## config.mk

```make
export PLATFORM = sky130hd
export DESIGN_NAME = rps_match_controller
export DESIGN_NICKNAME = d
export VERILOG_FILES = /design/src/rtl/rps_match_controller.sv
export SDC_FILE = /design/constraint.sdc
export NUM_CORES = 1
export LEC_CHECK = 0
export ABC_CLOCK_PERIOD_IN_PS = 2100
export BUFFER_PORTS_ARGS = -buffer_cell sky130_fd_sc_hd__buf_2
export CORE_ASPECT_RATIO = 2
export CORE_MARGIN = 5
export CORE_UTILIZATION = 45
export CTS_CLUSTER_DIAMETER = 100
export DETAILED_ROUTE_END_ITERATION = 8
export PLACE_DENSITY = 0.75
export SLEW_MARGIN = 40
export SYNTH_ARGS = -nofsm -noshare
export SYNTH_HDL_FRONTEND = slang
export SYNTH_SLANG_ARGS = --single-unit
export TNS_END_PERCENT = 5
```

## constraint.sdc

```tcl
create_clock -name clk -period 2.1 [get_ports clk]
set_clock_uncertainty 0.05 [all_clocks]
set_input_delay 0.105 -clock clk [delete_from_list [all_inputs] [get_ports clk]]
set_output_delay 0.105 -clock clk [all_outputs]
set_load 0.03 [all_outputs]
```

## src/rtl/rps_match_controller.sv

```systemverilog
// Rock-paper-scissors round sequencer: collects one move per player per round,
// judges it, reports a one-cycle result code and tracks the match tallies until
// a player reaches WIN_TARGET round wins or MAX_ROUNDS rounds have been played.
// The reset input is named resetn but is asynchronous and active-high.
module rps_match_controller #(
  parameter int WIN_TARGET = 3,
  parameter int MAX_ROUNDS = 9,
  parameter int TIMEOUT    = 255
) (
  input  logic       clk,
  input  logic       resetn,
  input  logic       start,
  input  logic       p1_valid,
  input  logic [1:0] p1_move,
  input  logic       p2_valid,
  input  logic [1:0] p2_move,
  output logic       p1_ready,
  output logic       p2_ready,
  output logic [1:0] matchresult,
  output logic       result_valid,
  output logic [3:0] round,
  output logic [3:0] win,
  output logic [3:0] lose,
  output logic       game_over,
  output logic [1:0] champion,
  output logic [2:0] state
);

  localparam logic [3:0]  WIN_LIMIT   = 4'(WIN_TARGET);
  localparam logic [3:0]  ROUND_LIMIT = 4'(MAX_ROUNDS);
  localparam logic [15:0] TIMER_LAST  = 16'(TIMEOUT - 1);

  localparam logic [1:0] ROCK     = 2'b01;
  localparam logic [1:0] PAPER    = 2'b10;
  localparam logic [1:0] SCISSORS = 2'b11;

  localparam logic [1:0] RES_IDLE = 2'b00;
  localparam logic [1:0] RES_DRAW = 2'b01;
  localparam logic [1:0] RES_P1   = 2'b10;
  localparam logic [1:0] RES_P2   = 2'b11;

  typedef enum logic [2:0] {
    S_IDLE    = 3'd0,
    S_COLLECT = 3'd1,
    S_JUDGE   = 3'd2,
    S_RESULT  = 3'd3,
    S_DONE    = 3'd4
  } state_t;

  state_t      state_q;
  logic [1:0]  p1_move_q, p2_move_q;
  logic        p1_have, p2_have;
  logic [15:0] timer_q;

  logic        p1_take, p2_take;
  logic        p1_have_next, p2_have_next;
  logic [1:0]  outcome;
  logic [3:0]  round_inc, win_inc, lose_inc;
  logic        match_end;
  logic [1:0]  champion_next;

  assign state    = state_q;
  assign p1_ready = (state_q == S_COLLECT) && !p1_have;
  assign p2_ready = (state_q == S_COLLECT) && !p2_have;

  // Move acceptance: a strobe counts only while that player is still waiting and the move is real.
  always_comb begin
    p1_take      = p1_valid && p1_ready && (p1_move != 2'b00);
    p2_take      = p2_valid && p2_ready && (p2_move != 2'b00);
    p1_have_next = p1_have || p1_take;
    p2_have_next = p2_have || p2_take;
  end

  // Round judgement from the latched moves; a missing move forfeits the round.
  always_comb begin
    // NOTE: default assignment first, so no path through this block can infer a latch.
    outcome = RES_DRAW;
    if (p1_have && p2_have) begin
      if (p1_move_q == p2_move_q) begin
        outcome = RES_DRAW;
      end else if ((p1_move_q == PAPER    && p2_move_q == ROCK)  ||
                   (p1_move_q == SCISSORS && p2_move_q == PAPER) ||
                   (p1_move_q == ROCK     && p2_move_q == SCISSORS)) begin
        outcome = RES_P1;
      end else begin
        outcome = RES_P2;
      end
    end else if (p1_have) begin
      outcome = RES_P1;
    end else if (p2_have) begin
      outcome = RES_P2;
    end
  end

  // Post-round tallies and the match-end decision taken on the RESULT exit edge.
  always_comb begin
    round_inc = round + 4'd1;
    win_inc   = win  + {3'b000, matchresult == RES_P1};
    lose_inc  = lose + {3'b000, matchresult == RES_P2};
    match_end = (win_inc == WIN_LIMIT) || (lose_inc == WIN_LIMIT) || (round_inc == ROUND_LIMIT);
    if (win_inc > lose_inc)      champion_next = RES_P1;
    else if (lose_inc > win_inc) champion_next = RES_P2;
    else                         champion_next = RES_DRAW;
  end

  // Match sequencer with registered result, tally and champion outputs.
  always_ff @(posedge clk or posedge resetn) begin
    if (resetn) begin
      // NOTE: non-blocking assignments throughout, so every register sees pre-edge values.
      state_q      <= S_IDLE;
      p1_move_q    <= 2'b00;
      p2_move_q    <= 2'b00;
      p1_have      <= 1'b0;
      p2_have      <= 1'b0;
      timer_q      <= 16'd0;
      matchresult  <= RES_IDLE;
      result_valid <= 1'b0;
      round        <= 4'd0;
      win          <= 4'd0;
      lose         <= 4'd0;
      game_over    <= 1'b0;
      champion     <= RES_IDLE;
    end else begin
      case (state_q)
        S_IDLE, S_DONE: begin
          if (start) begin
            state_q   <= S_COLLECT;
            round     <= 4'd0;
            win       <= 4'd0;
            lose      <= 4'd0;
            timer_q   <= 16'd0;
            p1_have   <= 1'b0;
            p2_have   <= 1'b0;
            game_over <= 1'b0;
            champion  <= RES_IDLE;
          end
        end
        S_COLLECT: begin
          if (p1_take) begin
            p1_move_q <= p1_move;
            p1_have   <= 1'b1;
          end
          if (p2_take) begin
            p2_move_q <= p2_move;
            p2_have   <= 1'b1;
          end
          timer_q <= timer_q + 16'd1;
          if ((p1_have_next && p2_have_next) || (timer_q == TIMER_LAST)) begin
            state_q <= S_JUDGE;
          end
        end
        S_JUDGE: begin
          matchresult  <= outcome;
          result_valid <= 1'b1;
          state_q      <= S_RESULT;
        end
        S_RESULT: begin
          matchresult  <= RES_IDLE;
          result_valid <= 1'b0;
          round        <= round_inc;
          win          <= win_inc;
          lose         <= lose_inc;
          p1_move_q    <= 2'b00;
          p2_move_q    <= 2'b00;
          p1_have      <= 1'b0;
          p2_have      <= 1'b0;
          timer_q      <= 16'd0;
          if (match_end) begin
            state_q   <= S_DONE;
            game_over <= 1'b1;
            champion  <= champion_next;
          end else begin
            state_q <= S_COLLECT;
          end
        end
        default: state_q <= S_IDLE;
      endcase
    end
  end

endmodule

```

# Word-level counts from Yosys, hierarchy flattened
# Cells that the tools add are included.
[word_totals] register_bits=43 latchBits=0 ram_bits=0 mem_bits_ro=0 in_bits=9 output_inout_bits=23 elab_cells=110 n_memories=0
[op_classes] n_addsub=4 mul=0 div=0 magnitude_cmp=2 eq_ne=22 shifts=0 n_mux=33 bitwise=0 n_reduce_logical=36
[ops] op="$pmux W16 S3" n=1
[ops] op="$pmux W4 S2" n=3
[ops] op="$mux W2" n=10
[ops] op="$add A16 B1 Y16 const B" n=1
[ops] op="$eq A16 B8 Y1 const B" n=1
[ops] op="$mux W16" n=1
[ops] op="$pmux W2 S2" n=4
[ops] op="$eq A2 B2 Y1 const B" n=6
[ops] op="$pmux W3 S4" n=1
[ops] op="$logic_and A1 B1 Y1" n=11
[ops] op="$reduce_and A2 Y1" n=5
[ops] op="$reduce_bool A2 Y1" n=5
[ops] op="$mux W3" n=3
[ops] op="$reduce_and A3 Y1" n=3
[ops] op="$add A4 B1 Y4" n=2
[ops] op="$eq A4 B2 Y1 const B" n=2
[ops] op="$gt A4 B4 Y1" n=2
[ops] op="$ne A2 B2 Y1 const B" n=4
[ops] op="$logic_or A1 B1 Y1" n=7
[ops] op="$eq A3 B2 Y1 const B" n=2
[ops] op="$pmux W1 S3" n=2
[ops] op="$mux W1" n=5
[ops] op="$add A4 B1 Y4 const B" n=1
[ops] op="$eq A2 B1 Y1 const B" n=2
[ops] op="other kinds (11)" n=13

# Logic depth before layout (Yosys ltp)
# Gate-level depths: netlist of the first run.
[depth] word_depth=9 depth_mapped=9 ltp_nobuf=9

# Worst setup path before layout of the first run
# OpenSTA, ideal clock, no wires.
[synth_timing] path_kind="reg-to-reg" startpoint="reg matchresult[0]" endpoint="reg champion[1]" setup_ns=0.121 arrival_ns=2.190 required_ns=1.929 setup_slack_ns=-0.261 path_stages_with_launch=10 path_buffers=0 period_less_slack_ns=2.361 cell_sequence="dfrtp_1 and2_1 ha_1 ha_1 xor2_1 ha_1 a21o_1 a21oi_1 a211o_1 a22o_1"
[synth_between] elab_chain_cells=7 word_cells_on_any_way=16 classes_between="2 x add/sub; 2 x order compare; 5 x eq/ne; 4 x mux; 3 x reduce/logical"
[synth_lines] element="from (decl)" line="19" source="output logic [1:0] matchresult,"
[synth_lines] element="from (signal assigned)" line="153" source="matchresult <= outcome;"
[synth_lines] element="$eq A2 B2 Y1, on equally long branches" line="99, 98"
[synth_lines] element="$add A4 B1 Y4, on equally long branches" line="99, 98"
[synth_lines] element="$gt A4 B4 Y1 / $eq A4 B2 Y1 (equally long branches)" line="102, 100"
[synth_lines] element="$mux W2 / $logic_or A1 B1 Y1 (equally long branches)" line="102, 100"
[synth_lines] element="$mux W2 / $logic_or A1 B1 Y1 (equally long branches)" line="101, 100"
[synth_lines] element="$mux W2 / $ne A2 B2 Y1 (equally long branches)"
[synth_lines] element="$pmux W2 S2 / $reduce_and A3 Y1 (equally long branches)"
[synth_lines] element="to (signal assigned)" line="171" source="champion <= champion_next;"
[synth_lines] element="to (decl)" line="25" source="output logic [1:0] champion,"
# Several ways; a longest one is shown, not always the timed one. The select of a mux whose other input is x is not followed.
# A chain may end at the register's enable or synchronous reset.

# Worst setup path in the final report of the first run
[layout_timing] startpoint="reg matchresult[1]" endpoint="reg champion[1]"
# The elaborated chain is that of the path after synthesis.

==> flow_summary.json, run 1 <==
{
  "ys_warn_count": 0,
  "place_hpwl_mm": 4.05,
  "wl_per_cell_um": 15.5,
  "synth_edf_count": 0,
  "p_leak_uw": 0.00137,
  "drc_errors": 0,
  "intPower_uw": 2090,
  "dr.first_iter.drc_count": 47,
  "initial_core_util": 0.460,
  "antenna_cells": 0,
  "status": "finished, violations left",
  "timing.final.crit_period_ns": 2.19,
  "grt_pass1_vias": 2144,
  "insertion_delay_ns": 0.30,
  "grt_max_degree": 44,
  "synthesis.nets": 271,
  "final_nets": 319,
  "period_share": 1.04,
  "slowest_delay_ns": 0.42,
  "cts_tree": "built",
  "rows": 37,
  "drt_pass1_iterations": 4,
  "p_clk_frac": 0.155,
  "dp.cells": 344,
  "combPwrFrac": 0.495,
  "avgSynthCellArea_um2": 9.46,
  "final_antenna_net_count": 0,
  "yosysMostFrequentCell": "dfrtp_1",
  "power.switching_uw": 1720,
  "fp.dieW_um": 61.3,
  "startpoint_type": "flop",
  "synth_top_area_cell": "dfrtp_1",
  "die_area_mm2": 0.00690,
  "synth_area_mm2": 0.00237,
  "core-area_mm2": 0.00514,
  "timing.critical_path.buf_inv": 0,
  "cts_num_sinks": 43,
  "grt_pass1_wl_mm": 9.68,
  "vdd_ir_drop_max_v": 0.000773,
  "critical_path_depth": 9,
  "endpoint_kind": "flop",
  "tightestPinTransition_ns": 0.561,
  "synth_top_cell_area_share": 0.455,
  "synthCells": 250,
  "fin_ws_ns": -0.0871,
  "hold_viol": 0,
  "h-tree-depth": 2,
  "violations": "setup timing",
  "vias": 2024,
  "ys_seq_area_frac": 0.455,
  "path_max_fanout": 3,
  "tns_ns": -0.159,
  "gp_congestion": 0.838,
  "grtUsageTotal": 0.185,
  "cp_slowest_cell": "dfrtp_2",
  "cp.arrival_ns": 2.34,
  "wl_mm": 5.55,
  "rsz0062_at_grt": "true",
  "maxCapViolCount": 0,
  "relSlewSlack": 0.626,
  "ios": 32,
  "drive_gt1_frac": 0.271,
  "fin_cells": 357,
  "fmax_ghz": 0.457,
  "overflow": 0,
  "crit_chain": "nor2b_2 > ha_2 > ha_4 > xnor2_2 > ha_1 > a21o_1 > a21oi_2 > a211o_1 > a22o_1",
  "syn_to_final_growth_pct": 22.6,
  "worstPathRequired_ns": 2.25,
  "whs_path_depth": 3,
  "synth_cell_types": 51,
  "io_buffers": 31,
  "powerDensity_mw_per_mm2": 1310,
  "ys_ff_latch": 43,
  "async_flop_share": 1.00,
  "path_class": "reg2reg",
  "die_y_um": 113,
  "hold_path.class": "in2reg",
  "cts_buffer_depth": 2,
  "synthTopCellsByArea": "dfrtp_1, ha_1, nand2_1",
  "dominantRegCellSynth": "dfrtp_1",
  "numCtsBuffers": 5,
  "path_clk_slew_ns": 0.08,
  "drv_slew": 0,
  "seq_power_share": 0.350,
  "path_delay_family": "adder cells",
  "antenna_found_initial": 0,
  "synthTopCellsByCount": "dfrtp_1, nand2_1, nor2_1",
  "cts_root_buf": "clkbuf_8",
  "avgViaCountPerCell": 5.67,
  "setup-violations-final": 2,
  "r2r_cells": 9,
  "p_sw_frac": 0.452
}
## stage by stage
stage                     hold WS [ns]  total power [uW]  utilization  cell area (um^2)  setup WS, ns
after global routing            0.0107              4100        0.565              2900        -0.175
after global placement           0.222              3040        0.519              2670       -0.0310
after floorplan                  0.208              2540            -              2390        -0.102
final                           0.0238              3810        0.565              2900       -0.0871
after detailed placement         0.231              3080        0.519              2670        -0.122
after CTS                       0.0124              3780        0.556              2860       -0.0660
## what timing repair did
item,4_1_cts,5_1_grt
gates resized for setup,11,5
setup buffers,3,1
endpoints found under the hold margin,43,0
setup endpoints to repair,5,6
pin swaps,6,9
hold buffers,1,0
## worst min-delay path, stage by stage
cell     delay [ns]
buf_2          0.11
nand2_1        0.07
a21oi_1        0.06
## cell usage in the layout (no fill, tap or decap), drive strengths merged, types with 2 or more instances in the layout
master / count
a21o: 2
a21oi: 12
a22o: 4
a31o: 2
and2: 3
and3: 3
buf: 46
clkbuf: 8
dfrtp: 43
ha: 12
inv: 12
nand2: 29
nand3: 10
nand4: 4
nor2: 30
nor2b: 2
nor3: 5
nor3b: 4
o21a: 2
o21ai: 21
o31ai: 2
or2: 2
or3: 3
xnor2: 9
xor2: 8
## path summary, 6_finish.rpt
check	start	end	slack (ns)
max reg2reg	matchresult[1]	champion[1]	-0.09
min	p1_move[0]	p1_move_q[0]	0.02
max	matchresult[1]	champion[1]	-0.09
max in group asynchronous	resetn	matchresult[1]	1.16
min reg2reg	game_over	game_over	0.47
min in group asynchronous	resetn	timer_q[7]	0.43
## sequential cells by signal (all words and copies together), names as in the netlist, 2 cells and up
| register | cells |
|---|---|
| state | 3 |
| matchresult | 2 |
| win | 4 |
| p1_move_q | 2 |
| lose | 4 |
| round | 4 |
| champion | 2 |
| p2_move_q | 2 |
| timer_q | 16 |
## power groups by stage
stage	logic (uW)	registers (uW)	clock network [uW]
floorplan	1020	1520	0
global placement	1720	1320	0
detailed placement	1750	1330	0
CTS	1850	1330	606
global route	2080	1370	643
finish	1890	1330	591
## metal layers
| metal | routed length, um | global-route usage | up-vias |
|---|---|---|---|
| met5 | 0 | 0 | - |
| met4 | 254 | 0.106 | 0 |
| met3 | 179 | 0.0357 | 21 |
| met2 | 3120 | 0.323 | 41 |
| met1 | 1990 | 0.193 | 989 |
| li1 | - | - | 973 |
## area by class of cell
class	instances	area [um^2]
inverter	12	45.0
tap	58	72.6
clock buffer	8	100
sequential	43	1080
fill	437	2240
multi-input combinational	189	1320
timing repair buffer	47	282
## cell families after synthesis
group,share of synthesized area
buf+inv,0.0323
fa+ha+maj,0.0635
compound gates,0.157
flops,0.455
xor+xnor,0.0629
simple gates,0.230
Power figures use the tool's default switching activity.
==> run 2, diff against run 1 <==
--- a/config.mk
+++ b/config.mk
@@ -9,10 +9,10 @@
 export BUFFER_PORTS_ARGS = -buffer_cell sky130_fd_sc_hd__buf_2
 export CORE_ASPECT_RATIO = 2
 export CORE_MARGIN = 5
-export CORE_UTILIZATION = 45
+export CORE_UTILIZATION = 51
 export CTS_CLUSTER_DIAMETER = 100
 export DETAILED_ROUTE_END_ITERATION = 8
-export PLACE_DENSITY = 0.75
+export PLACE_DENSITY = 0.83
 export SLEW_MARGIN = 40
 export SYNTH_ARGS = -nofsm -noshare
 export SYNTH_HDL_FRONTEND = slang
==> run 2 against run 1 <==
Against the previous run:
- the run still ends with setup timing left
- sequential cell count unchanged
- sequential power is essentially flat
- first-iteration DRC count is 19% higher
- via count increased by 0.20%
- cell area is 0.13% higher
- largest cell class unchanged
- largest power group unchanged
- highest routed layer unchanged
==> flow_summary.json, run 2 (synthesized netlist as in run 1, its figures left out) <==
{
  "regToRegStartpoint": "matchresult[1]",
  "violations": "setup timing",
  "powerDensity_mw_per_mm2": 1290,
  "io_buffers": 31,
  "cp.arrival_ns": 2.32,
  "grtUsageTotal": 0.203,
  "die_y_um": 106,
  "fin_ws_ns": -0.0777,
  "cts_num_sinks": 43,
  "endpoint_kind": "flop",
  "placed_area_mm2": 0.00268,
  "status": "finished, violations left",
  "antenna_cells": 0,
  "insertion_delay_ns": 0.30,
  "final_antenna_net_count": 0,
  "crit_top_cell": "ha_4",
  "slowest_delay_ns": 0.42,
  "cp_slowest_cell": "dfrtp_2",
  "critical_path_depth": 9,
  "worstPathRequired_ns": 2.24,
  "largest_reg_flops": 16,
  "crit_path_end": "champion[1]",
  "path_delay_family": "adder cells",
  "maxCapViolCount": 0,
  "initial_core_util": 0.520,
  "place_hpwl_mm": 4.18,
  "p_leak_uw": 0.00136,
  "grt_pass1_wl_mm": 9.73,
  "tightestPinTransition_ns": 0.564,
  "rsz0062_at_grt": "true",
  "grt_max_degree": 44,
  "path_max_fanout": 3,
  "wl_mm": 5.60,
  "crit_path_start": "matchresult[1]",
  "die_area_mm2": 0.00618,
  "core-area_mm2": 0.00455,
  "dr.first_iter.drc_count": 56,
  "grt_pass1_vias": 2199,
  "place_ws_ns": -0.200,
  "avgViaCountPerCell": 5.73,
  "reg2reg_slack_ns": -0.08,
  "tns_ns": -0.0853,
  "cts_buffer_depth": 2,
  "cts_tree": "built",
  "path_class": "reg2reg",
  "setup-violations-final": 2,
  "rows": 35,
  "r2r_cells": 9,
  "overflow": 0,
  "final_area_mm2": 0.00291,
  "gp_congestion": 0.823,
  "hold_viol": 0,
  "crit_chain": "and2_4 > ha_4 > ha_4 > xor2_4 > ha_4 > a21o_1 > a21oi_2 > a211o_1 > a22o_1",
  "ios": 32,
  "h-tree-depth": 2,
  "r2r_end": "champion[1]",
  "final_nets": 319,
  "vias": 2028,
  "timing.critical_path.buf_inv": 0,
  "numCtsBuffers": 5,
  "drc_errors": 0,
  "antenna_found_initial": 0,
  "hold_path.class": "in2reg",
  "fmax_ghz": 0.459,
  "fin_cells": 354,
  "relSlewSlack": 0.624,
  "whs_path_depth": 3,
  "dp.cells": 343,
  "vdd_ir_drop_max_v": 0.000810,
  "final_common_cell": "dfrtp_1",
  "startpoint_type": "flop",
  "syn_to_final_growth_pct": 22.8,
  "largest_register": "timer_q",
  "drv_slew": 0,
  "drt_pass1_iterations": 4,
  "period_share": 1.04,
  "path_clk_slew_ns": 0.08,
  "timing.final.crit_period_ns": 2.18,
  "fp.dieW_um": 58.2,
  "hp-start": "p2_move[0]",
  "drive_gt1_frac": 0.281,
  "wl_per_cell_um": 15.8,
  "layout_common_cells": "dfrtp_1, buf_2, nand2_1, nor2_1, o21ai_0",
  "cts_root_buf": "clkbuf_8"
}
-- run 2: cell count changes in the layout (fill, tap and decap cells not counted), sizes merged --
| cell | change |
|---|---|
| clkinvlp | +1 |
| clkbuf | -1 |
-- run 2: worst min path at each step --
| stage | end | slack, ns |
|---|---|---|
| finish | p2_move_q[0] | 0.04 |
| global route | p2_move_q[0] | 0.05 |
| CTS | p2_move_q[0] | 0.03 |
| detailed placement | round[1] | 0.23 |
| global placement | round[1] | 0.22 |
| floorplan | p1_move_q[1] | 0.21 |
-- run 2: final cells by class --
class | instances | area [um^2]
well taps | 55 | 68.8
fillers | 387 | 1650
repair buffers | 47 | 278
clock buffers | 7 | 96.3
clock inverters | 1 | 7.51
multi-input cells | 189 | 1330
flip-flops and latches | 43 | 1080
inverters | 12 | 45.0
-- run 2: stage by stage --
stage | hold WS, ns | utilization | total power, uW
after floorplan | 0.208 | - | 2540
after global placement | 0.220 | 0.588 | 3040
after detailed placement | 0.228 | 0.588 | 3110
after CTS | 0.0280 | 0.632 | 3760
after global routing | 0.0475 | 0.638 | 4050
final | 0.0381 | 0.638 | 3750
-- run 2: what timing repair did --
action / CTS / global route
buffers inserted: 1 / 1
cloned: 0 / 0
endpoints found under the hold margin: 43 / 0
pin swaps: 8 / 8
gates resized for setup: 12 / 4
setup endpoints to repair: 5 / 7
hold buffers: 1 / 0
-- run 2: per-layer routing --
layer / global-route usage / vias to the layer above / share of wire
met5: 0 / - / 0
met3: 0.0389 / 12 / 0.034
met4: 0.119 / 0 / 0.026
li1: - / 965 / -
met1: 0.192 / 1004 / 0.35
met2: 0.383 / 47 / 0.59
-- run 2: tightest hold or removal path: stages --
cell	delay, ns
buf_2	0.10
nand3_1	0.08
a21oi_1	0.06
-- run 2: power breakdown --
part           switching (uW)  internal [uW]  leakage [uW]
sequential                286           1040      0.000575
combinational            1130            709      0.000737
clock                     287            299     0.0000505
